**src/rtl/pc_predict_unit_if.sv**
```systemverilog
// Fetch/resolve bundle between the next-PC unit and the pipeline front end.
// master = pc_predict_unit, slave = IF/EX side.
interface pc_predict_unit_if #(
    parameter int DATA_WIDTH = 64,
    parameter int CNT_WIDTH  = 32
);
    logic                  fetch_ready_i;
    logic [DATA_WIDTH-1:0] pc_o;
    logic                  pc_valid_o;
    logic                  pred_taken_o;
    logic [DATA_WIDTH-1:0] pred_target_o;
    logic                  res_valid_i;
    logic [2:0]            res_specinst_i;
    logic [2:0]            res_detail_i;
    logic [DATA_WIDTH-1:0] res_pc_i;
    logic [DATA_WIDTH-1:0] res_rs1_i;
    logic [DATA_WIDTH-1:0] res_imme_i;
    logic [DATA_WIDTH-1:0] res_aluout_i;
    logic [DATA_WIDTH-1:0] res_pred_target_i;
    logic                  redirect_o;
    logic [DATA_WIDTH-1:0] redirect_pc_o;
    logic [CNT_WIDTH-1:0]  mispredict_cnt_o;

    modport master (
        input  fetch_ready_i,
        input  res_valid_i, res_specinst_i, res_detail_i,
        input  res_pc_i, res_rs1_i, res_imme_i, res_aluout_i,
        input  res_pred_target_i,
        output pc_o, pc_valid_o, pred_taken_o, pred_target_o,
        output redirect_o, redirect_pc_o, mispredict_cnt_o
    );

    modport slave (
        output fetch_ready_i,
        output res_valid_i, res_specinst_i, res_detail_i,
        output res_pc_i, res_rs1_i, res_imme_i, res_aluout_i,
        output res_pred_target_i,
        input  pc_o, pc_valid_o, pred_taken_o, pred_target_o,
        input  redirect_o, redirect_pc_o, mispredict_cnt_o
    );
endinterface

```
**src/rtl/pc_predict_unit.sv**
```systemverilog
// Fetch PC register, direct-mapped BTB predictor and EX-stage redirect.
// Define PCU_BTB_EN to build the BTB; otherwise prediction is always pc+4.
module pc_predict_unit #(
    parameter int                    DATA_WIDTH  = 64,
    parameter logic [DATA_WIDTH-1:0] RESET_VEC   = 64'h0000_0000_8000_0000,
    parameter int                    BTB_ENTRIES = 8,
    parameter int                    CNT_WIDTH   = 32
) (
    input logic              clk_i,
    input logic              rst_i,
    pc_predict_unit_if.master bus
);
    localparam logic [DATA_WIDTH-1:0] FOUR = DATA_WIDTH'(4);
    localparam logic [DATA_WIDTH-1:0] ONE  = DATA_WIDTH'(1);

    logic [DATA_WIDTH-1:0] pc_q;
    logic                  valid_q;
    logic                  redir_q;
    logic [DATA_WIDTH-1:0] redir_pc_q;
    logic [CNT_WIDTH-1:0]  cnt_q;

    logic                  pred_taken;
    logic [DATA_WIDTH-1:0] pred_target;

    logic                  is_br;
    logic                  is_jal;
    logic                  is_jalr;
    logic                  br_taken;
    logic [DATA_WIDTH-1:0] seq_pc;
    logic [DATA_WIDTH-1:0] rel_pc;
    logic [DATA_WIDTH-1:0] jalr_sum;
    logic [DATA_WIDTH-1:0] actual_pc;
    logic                  mispredict;

    assign is_br   = (bus.res_specinst_i == 3'd0);
    assign is_jal  = (bus.res_specinst_i == 3'd1);
    assign is_jalr = (bus.res_specinst_i == 3'd2);

    assign seq_pc   = bus.res_pc_i + FOUR;
    assign rel_pc   = bus.res_pc_i + bus.res_imme_i;
    assign jalr_sum = bus.res_rs1_i + bus.res_imme_i;

    // aluout carries the comparison result: zero/nonzero or an SLT bit
    always_comb begin
        br_taken = 1'b0;
        case (bus.res_detail_i)
            3'b000, 3'b101, 3'b111: br_taken = (bus.res_aluout_i == '0);
            3'b001:                 br_taken = (bus.res_aluout_i != '0);
            3'b100, 3'b110:         br_taken = (bus.res_aluout_i == ONE);
            default:                br_taken = 1'b0;
        endcase
    end

    always_comb begin
        actual_pc = seq_pc;
        unique case (1'b1)
            is_br:   actual_pc = br_taken ? rel_pc : seq_pc;
            is_jal:  actual_pc = rel_pc;
            is_jalr: actual_pc = {jalr_sum[DATA_WIDTH-1:1], 1'b0};
            default: actual_pc = seq_pc;
        endcase
    end

    assign mispredict = bus.res_valid_i &&
                        (actual_pc != bus.res_pred_target_i);

`ifdef PCU_BTB_EN
    localparam int IDX_W = $clog2(BTB_ENTRIES);
    localparam int TAG_W = DATA_WIDTH - IDX_W - 2;

    logic [BTB_ENTRIES-1:0] btb_valid;
    logic [BTB_ENTRIES-1:0] btb_jump;
    logic [1:0]             btb_ctr    [BTB_ENTRIES];
    logic [TAG_W-1:0]       btb_tag    [BTB_ENTRIES];
    logic [DATA_WIDTH-1:0]  btb_target [BTB_ENTRIES];

    logic [IDX_W-1:0] f_idx;
    logic [TAG_W-1:0] f_tag;
    logic             f_hit;
    logic [IDX_W-1:0] r_idx;
    logic [TAG_W-1:0] r_tag;
    logic             r_hit;
    logic             alloc;

    assign f_idx = pc_q[IDX_W+1:2];
    assign f_tag = pc_q[DATA_WIDTH-1:IDX_W+2];
    assign f_hit = btb_valid[f_idx] && (btb_tag[f_idx] == f_tag);

    assign pred_taken  = f_hit && (btb_jump[f_idx] || btb_ctr[f_idx][1]);
    assign pred_target = pred_taken ? btb_target[f_idx] : pc_q + FOUR;

    assign r_idx = bus.res_pc_i[IDX_W+1:2];
    assign r_tag = bus.res_pc_i[DATA_WIDTH-1:IDX_W+2];
    assign r_hit = btb_valid[r_idx] && (btb_tag[r_idx] == r_tag);
    assign alloc = bus.res_valid_i && ((is_br && br_taken) || is_jal);

    always_ff @(posedge clk_i or posedge rst_i) begin
        if (rst_i) begin
            btb_valid <= '0;
        end else if (alloc) begin
            btb_valid[r_idx] <= 1'b1;
        end
    end

    // payload is only meaningful behind a valid bit, so it is not reset
    always_ff @(posedge clk_i) begin
        if (bus.res_valid_i) begin
            unique case (1'b1)
                is_br && br_taken: begin
                    btb_target[r_idx] <= actual_pc;
                    if (r_hit) begin
                        if (btb_ctr[r_idx] != 2'b11)
                            btb_ctr[r_idx] <= btb_ctr[r_idx] + 2'b01;
                    end else begin
                        btb_tag[r_idx]  <= r_tag;
                        btb_ctr[r_idx]  <= 2'b10;
                        btb_jump[r_idx] <= 1'b0;
                    end
                end
                is_br && !br_taken: begin
                    if (r_hit && btb_ctr[r_idx] != 2'b00)
                        btb_ctr[r_idx] <= btb_ctr[r_idx] - 2'b01;
                end
                is_jal: begin
                    btb_tag[r_idx]    <= r_tag;
                    btb_jump[r_idx]   <= 1'b1;
                    btb_target[r_idx] <= actual_pc;
                end
                default: ;
            endcase
        end
    end
`else
    assign pred_taken  = 1'b0;
    assign pred_target = pc_q + FOUR;
`endif

    always_ff @(posedge clk_i or posedge rst_i) begin
        if (rst_i) begin
            pc_q       <= RESET_VEC;
            valid_q    <= 1'b0;
            redir_q    <= 1'b0;
            redir_pc_q <= '0;
            cnt_q      <= '0;
        end else begin
            valid_q <= 1'b1;
            redir_q <= mispredict;
            if (mispredict) begin
                pc_q       <= actual_pc;
                redir_pc_q <= actual_pc;
                if (cnt_q != '1)
                    cnt_q <= cnt_q + 1'b1;
            end else if (valid_q && bus.fetch_ready_i) begin
                pc_q <= pred_target;
            end
        end
    end

    assign bus.pc_o             = pc_q;
    assign bus.pc_valid_o       = valid_q;
    assign bus.pred_taken_o     = pred_taken;
    assign bus.pred_target_o    = pred_target;
    assign bus.redirect_o       = redir_q;
    assign bus.redirect_pc_o    = redir_pc_q;
    assign bus.mispredict_cnt_o = cnt_q;
endmodule

```
**src/flat_wrapper.sv**
```systemverilog
// flat-port wrapper written by rule: the top's interface ports become plain ports
module pc_predict_unit_flat 
#(
    parameter int                    DATA_WIDTH  = 64,
    parameter logic [DATA_WIDTH-1:0] RESET_VEC   = 64'h0000_0000_8000_0000,
    parameter int                    BTB_ENTRIES = 8,
    parameter int                    CNT_WIDTH   = 32
)
  (clk_i, rst_i, bus_fetch_ready_i, bus_res_valid_i, bus_res_specinst_i, bus_res_detail_i, bus_res_pc_i, bus_res_rs1_i, bus_res_imme_i, bus_res_aluout_i, bus_res_pred_target_i, bus_pc_o, bus_pc_valid_o, bus_pred_taken_o, bus_pred_target_o, bus_redirect_o, bus_redirect_pc_o, bus_mispredict_cnt_o);
  pc_predict_unit_if #(.DATA_WIDTH(DATA_WIDTH), .CNT_WIDTH(CNT_WIDTH)) bus_i ();
  input logic clk_i;
  input logic rst_i;
  input wire logic [$bits(bus_i.fetch_ready_i)-1:0] bus_fetch_ready_i;
  input wire logic [$bits(bus_i.res_valid_i)-1:0] bus_res_valid_i;
  input wire logic [$bits(bus_i.res_specinst_i)-1:0] bus_res_specinst_i;
  input wire logic [$bits(bus_i.res_detail_i)-1:0] bus_res_detail_i;
  input wire logic [$bits(bus_i.res_pc_i)-1:0] bus_res_pc_i;
  input wire logic [$bits(bus_i.res_rs1_i)-1:0] bus_res_rs1_i;
  input wire logic [$bits(bus_i.res_imme_i)-1:0] bus_res_imme_i;
  input wire logic [$bits(bus_i.res_aluout_i)-1:0] bus_res_aluout_i;
  input wire logic [$bits(bus_i.res_pred_target_i)-1:0] bus_res_pred_target_i;
  output wire logic [$bits(bus_i.pc_o)-1:0] bus_pc_o;
  output wire logic [$bits(bus_i.pc_valid_o)-1:0] bus_pc_valid_o;
  output wire logic [$bits(bus_i.pred_taken_o)-1:0] bus_pred_taken_o;
  output wire logic [$bits(bus_i.pred_target_o)-1:0] bus_pred_target_o;
  output wire logic [$bits(bus_i.redirect_o)-1:0] bus_redirect_o;
  output wire logic [$bits(bus_i.redirect_pc_o)-1:0] bus_redirect_pc_o;
  output wire logic [$bits(bus_i.mispredict_cnt_o)-1:0] bus_mispredict_cnt_o;
  assign bus_i.fetch_ready_i = bus_fetch_ready_i;
  assign bus_i.res_valid_i = bus_res_valid_i;
  assign bus_i.res_specinst_i = bus_res_specinst_i;
  assign bus_i.res_detail_i = bus_res_detail_i;
  assign bus_i.res_pc_i = bus_res_pc_i;
  assign bus_i.res_rs1_i = bus_res_rs1_i;
  assign bus_i.res_imme_i = bus_res_imme_i;
  assign bus_i.res_aluout_i = bus_res_aluout_i;
  assign bus_i.res_pred_target_i = bus_res_pred_target_i;
  assign bus_pc_o = bus_i.pc_o;
  assign bus_pc_valid_o = bus_i.pc_valid_o;
  assign bus_pred_taken_o = bus_i.pred_taken_o;
  assign bus_pred_target_o = bus_i.pred_target_o;
  assign bus_redirect_o = bus_i.redirect_o;
  assign bus_redirect_pc_o = bus_i.redirect_pc_o;
  assign bus_mispredict_cnt_o = bus_i.mispredict_cnt_o;
  pc_predict_unit #(.DATA_WIDTH(DATA_WIDTH), .RESET_VEC(RESET_VEC), .BTB_ENTRIES(BTB_ENTRIES), .CNT_WIDTH(CNT_WIDTH)) u_core (.clk_i(clk_i), .rst_i(rst_i), .bus(bus_i));
endmodule
```
**config.mk**
```make
export PLATFORM = sky130hd
export DESIGN_NAME = pc_predict_unit_flat
export DESIGN_NICKNAME = d
export VERILOG_FILES = /design/src/rtl/pc_predict_unit_if.sv /design/src/rtl/pc_predict_unit.sv /design/src/flat_wrapper.sv
export SDC_FILE = /design/constraint.sdc
export NUM_CORES = 1
export LEC_CHECK = 0
export CAP_MARGIN = 25
export CORE_AREA = 2 2 268 270
export DETAILED_ROUTE_END_ITERATION = 7
export DIE_AREA = 0 0 270 272
export HOLD_SLACK_MARGIN = 0.1
export PLACE_DENSITY_LB_ADDON = 0.25
export SLEW_MARGIN = 10
export SYNTH_ARGS = -nofsm -noshare
export SYNTH_HDL_FRONTEND = slang
export SYNTH_SLANG_ARGS = --single-unit
```
**constraint.sdc**
```tcl
create_clock -name clk_i -period 5.2 [get_ports clk_i]
set_input_delay 0.52 -clock clk_i [delete_from_list [all_inputs] [get_ports clk_i]]
set_output_delay 0.52 -clock clk_i [all_outputs]
set_load 0.005 [all_outputs]
```
==> impl_metrics.toml <==
[synth]
synthFlopType = "dfrtp_1"
synth_top_area_share_pct = 19.22
yosys-top-cells-count = "nand2_1 (279), nor2_1 (242), a21oi_1 (231), xnor2_1 (172), dfrtp_1 (161)"
ys_ff_latch = 162
synth_top_cell_by_area = "dfrtp_1"
syn_avg_cell_area_um2 = 7.417
yosysWarnings = 0
post-synth-top-count-cell = "nand2_1"
syn-cell-area_um2 = 20960
synth_edf_count = 0
netlist_top_cells_area = "dfrtp_1 (19%), ha_1 (7.6%), xnor2_1 (7.2%)"
async_flop_share_pct = 100.0
synthDistinctLibCells = 88
syn_inst = 2826
synth_nets = 3286
synth_seq_area_share_pct = 19.35

[timing]
rsz0062_at_grt = "true"
fin_tns_setup_ns = -3.643
worstMarginPinSlew_ns = 0.9939
drv_slew = 0
finalSetupViolCount = 62
skew_ns = 0.01329
period_share_pct = 102.4
fin_ws_ns = -0.1250
fmax_ghz = 0.1878
hold_viol = 0
whs_ns = 0.4892
min_period_ns = 5.325
slew_headroom_pct = 33.55

[cts]
clockBufferDepth = 2
path_clk_slew_ns = 0.06
root_buffer = "clkbuf_16"
htreeDepth = 4
cts_buffers = 17
cts.sinks = 162
tritoncts = "done"
hold_buffers = 0
insertion_delay_ns = 0.45

[floorplanning]
core_um2 = 70750
die_area_um2 = 73440
rows = 98
chipWidth_um = 270
fp.dieH_um = 272
io_pins = 557
initial_core_util_pct = 29.63

[placement]
globalplace.congestion = 0.9765
dp.cells = 5143
dpl_cell_area_um2 = 34450
dp_hpwl_um = 95020
io_buffers = 555

[route]
drc = 0
wl_per_cell_um = 21.97
wl_met2_um = 58460
routed_wl_um = 116700
drt_iter0_markers = 2106
drt_pass1_iterations = 8
dr_total_vias = 28870
viasPerCell = 5.437
dr_wl_met3_um = 7314
routedLengthMet1_um = 44460
drtAntennaViolNets = 0
routed.top_layer = "met5"

[global_route]
grt_usage_pct = 30.19
grt_pass1_wl_um = 170500
gr-total-overflow = 0
antenna_found_initial = 17
grt_pass1_vias = 28740
grt_max_degree = 88

[power]
p_per_area_nw_per_um2 = 186.1
ir_worst_vdd_mv = 0.1868
leakage_nw = 17.02

[setup_path]
cp.required_ns = 5.50
worstPathMaxFanout = 7
cp-end-kind = "flop"
rrSetupSlack_ns = 1.25
start_kind = "primary input"
worstSetupPathType = "in2reg"
cp.arrival_ns = 5.63

[hold_path]
hp-class = "reg2reg"

[finish]
final_area_um2 = 39380
finalNonFillerCells = 5310
nets = 4803
drive_above_1_share_pct = 36.47
syn_to_final_growth_pct = 87.89

[run_status]
status = "complete, but fails checks"
violations = "setup timing"

[job]
drv_cap = 0
timing repair:
item / in CTS / in global routing
setup endpoints to repair: 176 / 175
gates cloned: 3 / 12
setup buffers: 94 / 31
resized for setup: 519 / 284
pin swaps: 143 / 100
power by group:
part / switching [W] / internal, W
Clock: 0.000548 / 0.000753
Sequential: 0.000216 / 0.00144
Combinational: 0.00203 / 0.00234
metal layers:
metal | vias up | track usage (%)
met3 | 263 | 4.505
met5 | - | 0
met2 | 1161 | 55.17
met4 | 16 | 14.85
li1 | 13580 | -
met1 | 13850 | 34.21
flip-flops by register name, summed over array words and instances (netlist names):
signal / count
u_core.bus.mispredict_cnt_o: 32
u_core.bus.redirect_pc_o: 64
u_core.bus.pc_valid_o: 1
u_core.bus.redirect_o: 1
u_core.bus.pc_o: 64
metrics by stage:
stage                     worst slack, ns  utilization [%]  total power, W
after global routing              -0.1791            55.65        0.007708
after detailed placement           -2.076            48.69        0.005461
final                             -0.1250            55.66        0.007329
after floorplan                    0.1609                -        0.003122
after global placement             -2.796            48.68        0.005449
after CTS                       0.0003202            53.31        0.007087
worst max-delay path, cell delays in order:
cell and delay, ns:
dlygate4sd2_1 0.26, ha_4 0.29, nand4_1 0.18, a21oi_4 0.26
buf_6 0.13, a31oi_4 0.10, o311a_4 0.41, o21a_4 0.25
buf_4 0.14, mux2i_2 0.21, nor4b_4 0.41, xor2_1 0.18
nand4_1 0.28, nor4_2 0.26, nand4b_1 0.45, nor4b_4 0.37
buf_6 0.16, buf_12 0.11, nor2_4 0.04, buf_12 0.18
clkbuf_16 0.17, buf_6 0.12, mux2i_1 0.12
final cells by class:
class	count	area (µm²)
antenna	6	15.01
inverter	80	305.3
fill	6669	31370
multi-input combinational	2440	18860
tap	950	1189
sequential	162	4058
clock buffer	18	429.2
clock inverter	12	157.7
timing repair buffer	1642	14360
cell families after synthesis:
logic type	count (synthesis)	synth area share [%]
simple gates	1149	27.72
compound gates	796	25.04
xor+xnor	295	12.33
buf+inv	225	4.238
flops	162	19.35
fa+ha+maj	130	7.832
mux	67	3.462
other cells	2	0.03583
cells in the final DEF, fill, tap and decap left out, types with 32 or more instances in the layout:
cell type	Yosys	layout
buf_4	4	987
clkdlybuf4s50_1	0	425
nand2_1	279	259
nor2_1	242	203
xnor2_1	172	171
a21oi_1	231	160
dfrtp_1	161	159
xor2_1	123	120
nand4_1	104	104
nand3_1	121	103
o21ai_0	125	99
dlygate4sd2_1	0	97
inv_1	79	74
nor3_1	81	69
and3_1	68	64
ha_1	128	63
a21oi_2	0	60
ha_4	0	60
buf_6	0	57
o21a_1	57	56
a21o_1	49	48
mux2_4	0	32
path summary, 6_finish.rpt:
check,startpoint,cells past startpoint,to
worst max-delay path,bus_res_rs1_i[2],23,u_core.bus.pc_o[55]
worst max register to register,u_core.bus.pc_o[9],15,u_core.bus.pc_o[63]
worst min register to register,u_core.bus.mispredict_cnt_o[29],1,u_core.bus.mispredict_cnt_o[29]
min in group asynchronous,rst_i,2,u_core.bus.pc_valid_o
worst min-delay path,u_core.bus.mispredict_cnt_o[29],1,u_core.bus.mispredict_cnt_o[29]
max in group asynchronous,rst_i,3,u_core.bus.pc_o[9]
No activity file was read; power rests on OpenSTA's default activity.
